<file path="config.mk">
export PLATFORM = sky130hd
export DESIGN_NAME = imm_gen_pipe
export DESIGN_NICKNAME = d
export VERILOG_FILES = /design/src/rtl/imm_gen_pkg.sv /design/src/rtl/imm_gen_fifo.sv /design/src/rtl/imm_gen_pipe.sv
export SDC_FILE = /design/constraint.sdc
export NUM_CORES = 1
export LEC_CHECK = 0
export ABC_AREA = 1
export CAP_MARGIN = 20
export CORE_MARGIN = 2
export CORE_UTILIZATION = 40
export CTS_BUF_LIST = sky130_fd_sc_hd__clkbuf_16
export CTS_CLUSTER_SIZE = 25
export DETAILED_ROUTE_END_ITERATION = 16
export PLACE_DENSITY = 0.66
export SLEW_MARGIN = 20
export SYNTH_ARGS = -nofsm -noshare
export SYNTH_HDL_FRONTEND = slang
export SYNTH_SLANG_ARGS = --single-unit
</file>
<file path="constraint.sdc">
create_clock -name Clk -period 2.8 [get_ports Clk]
set_input_delay 0.42 -clock Clk [delete_from_list [all_inputs] [get_ports Clk]]
set_output_delay 0.42 -clock Clk [all_outputs]
set_load 0.01 [all_outputs]
</file>
<file path="src/rtl/imm_gen_pkg.sv">
// Immediate format codes and RV32I/RV64I major opcodes shared by the immediate pipe.
package imm_gen_pkg;

  typedef enum logic [2:0] {
    FMT_I       = 3'b000,
    FMT_S       = 3'b001,
    FMT_B       = 3'b010,
    FMT_J       = 3'b011,
    FMT_U       = 3'b100,
    FMT_ZIMM    = 3'b101,
    FMT_SHAMT   = 3'b110,
    FMT_ILLEGAL = 3'b111
  } imm_fmt_e;

  localparam logic [6:0] OP_LOAD   = 7'b0000011;
  localparam logic [6:0] OP_IMM    = 7'b0010011;
  localparam logic [6:0] OP_JALR   = 7'b1100111;
  localparam logic [6:0] OP_STORE  = 7'b0100011;
  localparam logic [6:0] OP_BRANCH = 7'b1100011;
  localparam logic [6:0] OP_JAL    = 7'b1101111;
  localparam logic [6:0] OP_LUI    = 7'b0110111;
  localparam logic [6:0] OP_AUIPC  = 7'b0010111;
  localparam logic [6:0] OP_SYSTEM = 7'b1110011;

endpackage

</file>
<file path="src/rtl/imm_gen_fifo.sv">
// Circular output buffer, DEPTH entries of WIDTH bits; a pushed entry is visible one cycle later.
// ready is a flop (no path from pop); flush/reset empty it; dout reads zero while empty.
module imm_gen_fifo #(
  parameter int WIDTH = 36,
  parameter int DEPTH = 2
) (
  input  logic             clk,
  input  logic             rst_n,
  input  logic             flush,
  input  logic             push,
  input  logic [WIDTH-1:0] din,
  output logic             ready,
  input  logic             pop,
  output logic             valid,
  output logic [WIDTH-1:0] dout
);

  localparam int            PW   = (DEPTH > 1) ? $clog2(DEPTH) : 1;
  localparam logic [PW-1:0] LAST = PW'(DEPTH - 1);
  localparam logic [2:0]    CAP  = 3'(DEPTH);

  logic [WIDTH-1:0] mem [DEPTH];
  logic [PW-1:0]    wr_ptr;
  logic [PW-1:0]    rd_ptr;
  logic [2:0]       count;
  logic [2:0]       count_nxt;
  logic             do_push;
  logic             do_pop;

  assign valid   = (count != 3'd0);
  assign do_push = push && ready;
  assign do_pop  = pop && valid;
  assign dout    = valid ? mem[rd_ptr] : '0;

  always_comb begin
    count_nxt = count;
    if (do_push && !do_pop) count_nxt = count + 3'd1;
    else if (!do_push && do_pop) count_nxt = count - 3'd1;
  end

  // Reset and flush both return to empty; a same-cycle push or pop is dropped.
  always_ff @(posedge clk) begin
    if (!rst_n || flush) begin
      wr_ptr <= '0;
      rd_ptr <= '0;
      count  <= 3'd0;
      ready  <= 1'b1;
    end else begin
      count <= count_nxt;
      ready <= (count_nxt < CAP);
      if (do_push) wr_ptr <= (wr_ptr == LAST) ? '0 : wr_ptr + PW'(1);
      if (do_pop)  rd_ptr <= (rd_ptr == LAST) ? '0 : rd_ptr + PW'(1);
    end
  end

  always_ff @(posedge clk) begin
    if (do_push) mem[wr_ptr] <= din;
  end

endmodule

</file>
<file path="src/rtl/imm_gen_pipe.sv">
// Extracts the RV immediate for the selected format and buffers {illegal, fmt, imm}; latency 1, InReady registered.
// IMM_GEN_AUTODECODE_EN derives the format from the opcode instead of ImGenControl.
module imm_gen_pipe
  import imm_gen_pkg::*;
#(
  parameter int XLEN  = 32,
  parameter int DEPTH = 2
) (
  input  logic            Clk,
  input  logic            ResetN,
  input  logic            InValid,
  output logic            InReady,
  input  logic [31:0]     Instruction,
  input  logic [2:0]      ImGenControl,
  input  logic            Flush,
  output logic            OutValid,
  input  logic            OutReady,
  output logic [XLEN-1:0] Immediate,
  output logic [2:0]      ImmFormat,
  output logic            IllegalFmt
);

  localparam int W = XLEN + 4;

  imm_fmt_e        fmt;
  logic [XLEN-1:0] imm;
  logic            illegal;
  logic [W-1:0]    entry;
  logic [W-1:0]    head;

`ifdef IMM_GEN_AUTODECODE_EN
  logic [6:0] opcode;
  logic [2:0] funct3;
  logic [2:0] unused_ctl;

  assign opcode     = Instruction[6:0];
  assign funct3     = Instruction[14:12];
  assign unused_ctl = ImGenControl;

  always_comb begin
    fmt = FMT_ILLEGAL;
    case (opcode)
      OP_LOAD, OP_JALR: fmt = FMT_I;
      OP_IMM:           fmt = (funct3 == 3'b001 || funct3 == 3'b101) ? FMT_SHAMT : FMT_I;
      OP_STORE:         fmt = FMT_S;
      OP_BRANCH:        fmt = FMT_B;
      OP_JAL:           fmt = FMT_J;
      OP_LUI, OP_AUIPC: fmt = FMT_U;
      OP_SYSTEM:        fmt = funct3[2] ? FMT_ZIMM : FMT_I;
      default:          fmt = FMT_ILLEGAL;
    endcase
  end
`else
  logic unused_opcode;

  assign fmt           = imm_fmt_e'(ImGenControl);
  assign unused_opcode = ^Instruction[6:0];
`endif

  // Signed size casts do the sign extension for every XLEN.
  always_comb begin
    imm     = '0;
    illegal = 1'b0;
    case (fmt)
      FMT_I:     imm = XLEN'($signed(Instruction[31:20]));
      FMT_S:     imm = XLEN'($signed({Instruction[31:25], Instruction[11:7]}));
      FMT_B:     imm = XLEN'($signed({Instruction[31], Instruction[7], Instruction[30:25],
                                      Instruction[11:8], 1'b0}));
      FMT_J:     imm = XLEN'($signed({Instruction[31], Instruction[19:12], Instruction[20],
                                      Instruction[30:21], 1'b0}));
      FMT_U:     imm = XLEN'($signed({Instruction[31:12], 12'b0}));
      FMT_ZIMM:  imm = XLEN'(Instruction[19:15]);
      FMT_SHAMT: imm = (XLEN == 64) ? XLEN'(Instruction[25:20]) : XLEN'(Instruction[24:20]);
      default: begin
        imm     = '0;
        illegal = 1'b1;
      end
    endcase
  end

  assign entry = {illegal, fmt, imm};

  imm_gen_fifo #(
    .WIDTH(W),
    .DEPTH(DEPTH)
  ) u_fifo (
    .clk  (Clk),
    .rst_n(ResetN),
    .flush(Flush),
    .push (InValid),
    .din  (entry),
    .ready(InReady),
    .pop  (OutReady),
    .valid(OutValid),
    .dout (head)
  );

  assign Immediate  = head[XLEN-1:0];
  assign ImmFormat  = head[XLEN+2:XLEN];
  assign IllegalFmt = head[XLEN+3];

endmodule
</file>
==> key figures <==
Power and ir drop
  – Leakage dissipation: 1.79 nW
  – VDD IR max: 334 uV
  – Pwr Density: 592 nW/um^2

Clocking
  – Num CTS Buffers: 9
  – Setup Fix Bufs, Post-CTS: 0
  – TritonCTS Sinks: just under 80
  – Root Driver: clkbuf_16
  – Clk buf depth: 2
  – H-tree depth: 3
  – CTS Hold Buffers Added: 0
  – Clock-pin slew on the worst setup and hold paths: 0.06 ns
  – CTS tree: built
  – Clk Latency, worst-skew pair: 0.34 ns

Drt
  – Drt first-iter violations: just under 200
  – Total wire length: 7860 um
  – Routed WL per cell: 14.8 um
  – Vias: 2593
  – DR vias/cell: 4.87
  – Routed Antenna Nets: 0
  – Remaining DRCs: 0
  – Drt pass-1 iters: 4

STA
  – Final Hold Vio Count: 0
  – Fin Clk Skew: 0.00482 ns
  – Max Slew Vio Count: 0
  – Fin crit share: between 90% and 100%
  – Final min period: 2.56 ns
  – Max Fclk: approximately 390 MHz
  – Worst hold slack: 0.487 ns
  – Setup TNS: 0 ns
  – Setup violators final: 0
  – Unrepaired setup endpoints after global routing: false
  – Slew margin rel.: ~64%
  – Final worst setup slack: 0.237 ns
  – Worst Tran Pin Value: 0.537 ns

Synth
  – Synth Warn #: 0
  – Gate Count Post-Synth: 346
  – Mapped Nets: 392
  – Syn_area_per_cell: 10.3 um^2
  – Syn Std Cell Area: 3550 um^2
  – Synth cell types: 24
  – Yosys reg bits: 79
  – Seq/Total Area, Yosys: 64.8%

Global routing
  – Vias in the first global route: 2575
  – Initial antenna violation count: 0
  – First-pass GRT wire length: about 12000 um
  – Largest net degree at the start of global routing: 37
  – Global Route Usage Sum: 16.7%
  – Remaining global-route overflow: 0

Worst setup path
  – Crit path buffers/inverters: 3
  – WP data arrival: between 2 and 2.5 ns
  – Crit path required time: 2.38 ns
  – Crit path max-delay family: buffers and inverters
  – CP max FO: 36
  – Worst Setup End Kind: output pin
  – Critical path's slowest cell: clkdlybuf4s50_1
  – CP Class: reg2out
  – CP startpoint kind: register
  – CP max stage delay: 0.57 ns
  – Crit-path cells: inv_1, ha_1, nand2_1, inv_4, a21oi_1, clkdlybuf4s50_1

Floorplanning
  – Starting Density: between 40% and 50%
  – Rows: 34
  – Die W: 98.3 um
  – I/O pins: 78
  – Core ar.: 8680 um^2
  – Vert. Die Dim: 98.3 um
  – Die Area: 9650 um^2

Hold path
  – Worst Hold Class: reg2reg

Layout
  – Most frequent cells in the layout: 110 x nand2_1, 72 x edfxtp_1, 70 x clkdlybuf4s50_1
  – Fraction of layout cells with a size suffix above 1: 10.8%
  – Commonest non-fill, non-tap cell in the layout: nand2_1
  – Area growth syn-to-layout: 32.2%
  – Final nets: 466
  – N_diodes: 0

Placement
  – Post-Place Worst Slack: 0.425 ns
  – I/O Buffers: 70
  – Routability cong.: 0.761
  – HPWL after DPL: 5190 um

Run
  – Max-cap violations: 0

Outcome
  – Status: complete, no violations
## flip-flops by register name, summed over array words and instances, names as in the netlist, named ones only
| signal | flops |
|---|---|
| u_fifo.rd_ptr | 1 |
| u_fifo.wr_ptr | 1 |
| u_fifo.count | 3 |
| u_fifo.ready | 1 |
| u_fifo.mem | 72 |
## logic make-up after synthesis
kind of cell             share of synthesized area, %
AO/OA/AOI/OAI                                    10.1
buffers and inverters                            5.81
adder cells (fa/ha/maj)                          2.11
flip-flops                                       64.8
AND/OR/NAND/NOR                                  17.2
## worst paths after layout
kind / slack [ns] / startpoint / to / cells after the start
worst max-delay path: 0.24 / u_fifo.count[0] / ImmFormat[0] / 6
worst min-delay path: 0.49 / u_fifo.rd_ptr / u_fifo.rd_ptr / 2
worst max register to register: 1.01 / u_fifo.count[0] / u_fifo.ready / 13
worst min register to register: 0.49 / u_fifo.rd_ptr / u_fifo.rd_ptr / 2
## what timing repair did
item | in CTS | in global routing
endpoints found under the setup margin | 0 | 9
gates resized for setup | 0 | 2
hold endpoints to repair | 0 | 0
## metrics by stage
stage / power, mW / util [%] / area, um^2 / cells
final: 2.78 / 54.1 / 4700 / 532
after global routing: 2.88 / 54.1 / 4700 / 532
after CTS: 2.80 / 54.1 / 4690 / 532
after detailed placement: 1.69 / 50.8 / 4410 / 517
after global placement: 1.68 / 50.8 / 4410 / 517
after floorplan: 1.55 / - / 3550 / 346
## synthesized netlist by cell type (all sizes together)
cell type / instances / area (um^2)
nand2: 112 / 430
inv: 36 / 135
nor3: 2 / 15.0
o21ai: 20 / 130
edfxtp: 72 / 2160
ha: 6 / 75.1
nand3: 18 / 95.1
o211ai: 1 / 7.51
or2: 1 / 6.26
a21oi: 42 / 221
nor2: 15 / 63.8
buf: 13 / 67.6
clkinv: 1 / 3.75
dfxtp: 7 / 140
## worst reg2reg max path, stage by stage (launching register included)
cell	delay, ns
dfxtp_1	0.37
inv_1	0.08
ha_1	0.20
nand2_1	0.16
nand2_1	0.18
inv_1	0.09
ha_1	0.23
inv_1	0.06
nand2_1	0.05
nand3_1	0.06
nand2_1	0.06
inv_1	0.04
nand2_1	0.06
nand2_1	0.05
## per-layer routing
| metal | global-route usage [%] | share of wire [%] | wire, um | up-vias |
|---|---|---|---|---|
| met3 | 4.51 | 5.7 | 452 | 9 |
| li1 | - | - | - | 1304 |
| met2 | 27.9 | 48 | 3790 | 60 |
| met5 | 0 | 0 | 0 | - |
| met4 | 6.11 | 1.4 | 109 | 0 |
| met1 | 20.9 | 45 | 3520 | 1220 |
## report_power, final
part | internal, mW | switching (mW) | leakage, nW | total [mW]
Clock | 0.681 | 0.441 | 0.135 | 1.12
Combinational | 0.122 | 0.162 | 0.906 | 0.285
Sequential | 1.36 | 0.0144 | 0.749 | 1.38
Total | 2.16 | 0.618 | 1.79 | 2.78
## layout make-up
cell class                 instances  area [um^2]
inverter                          37          141
multi-input combinational        217         1060
timing repair buffer              76          771
tap                              108          135
fill                             780         3980
clock buffer                       9          225
clock inverter                     6         62.6
sequential                        79         2300
Power figures use the tool's default switching activity.
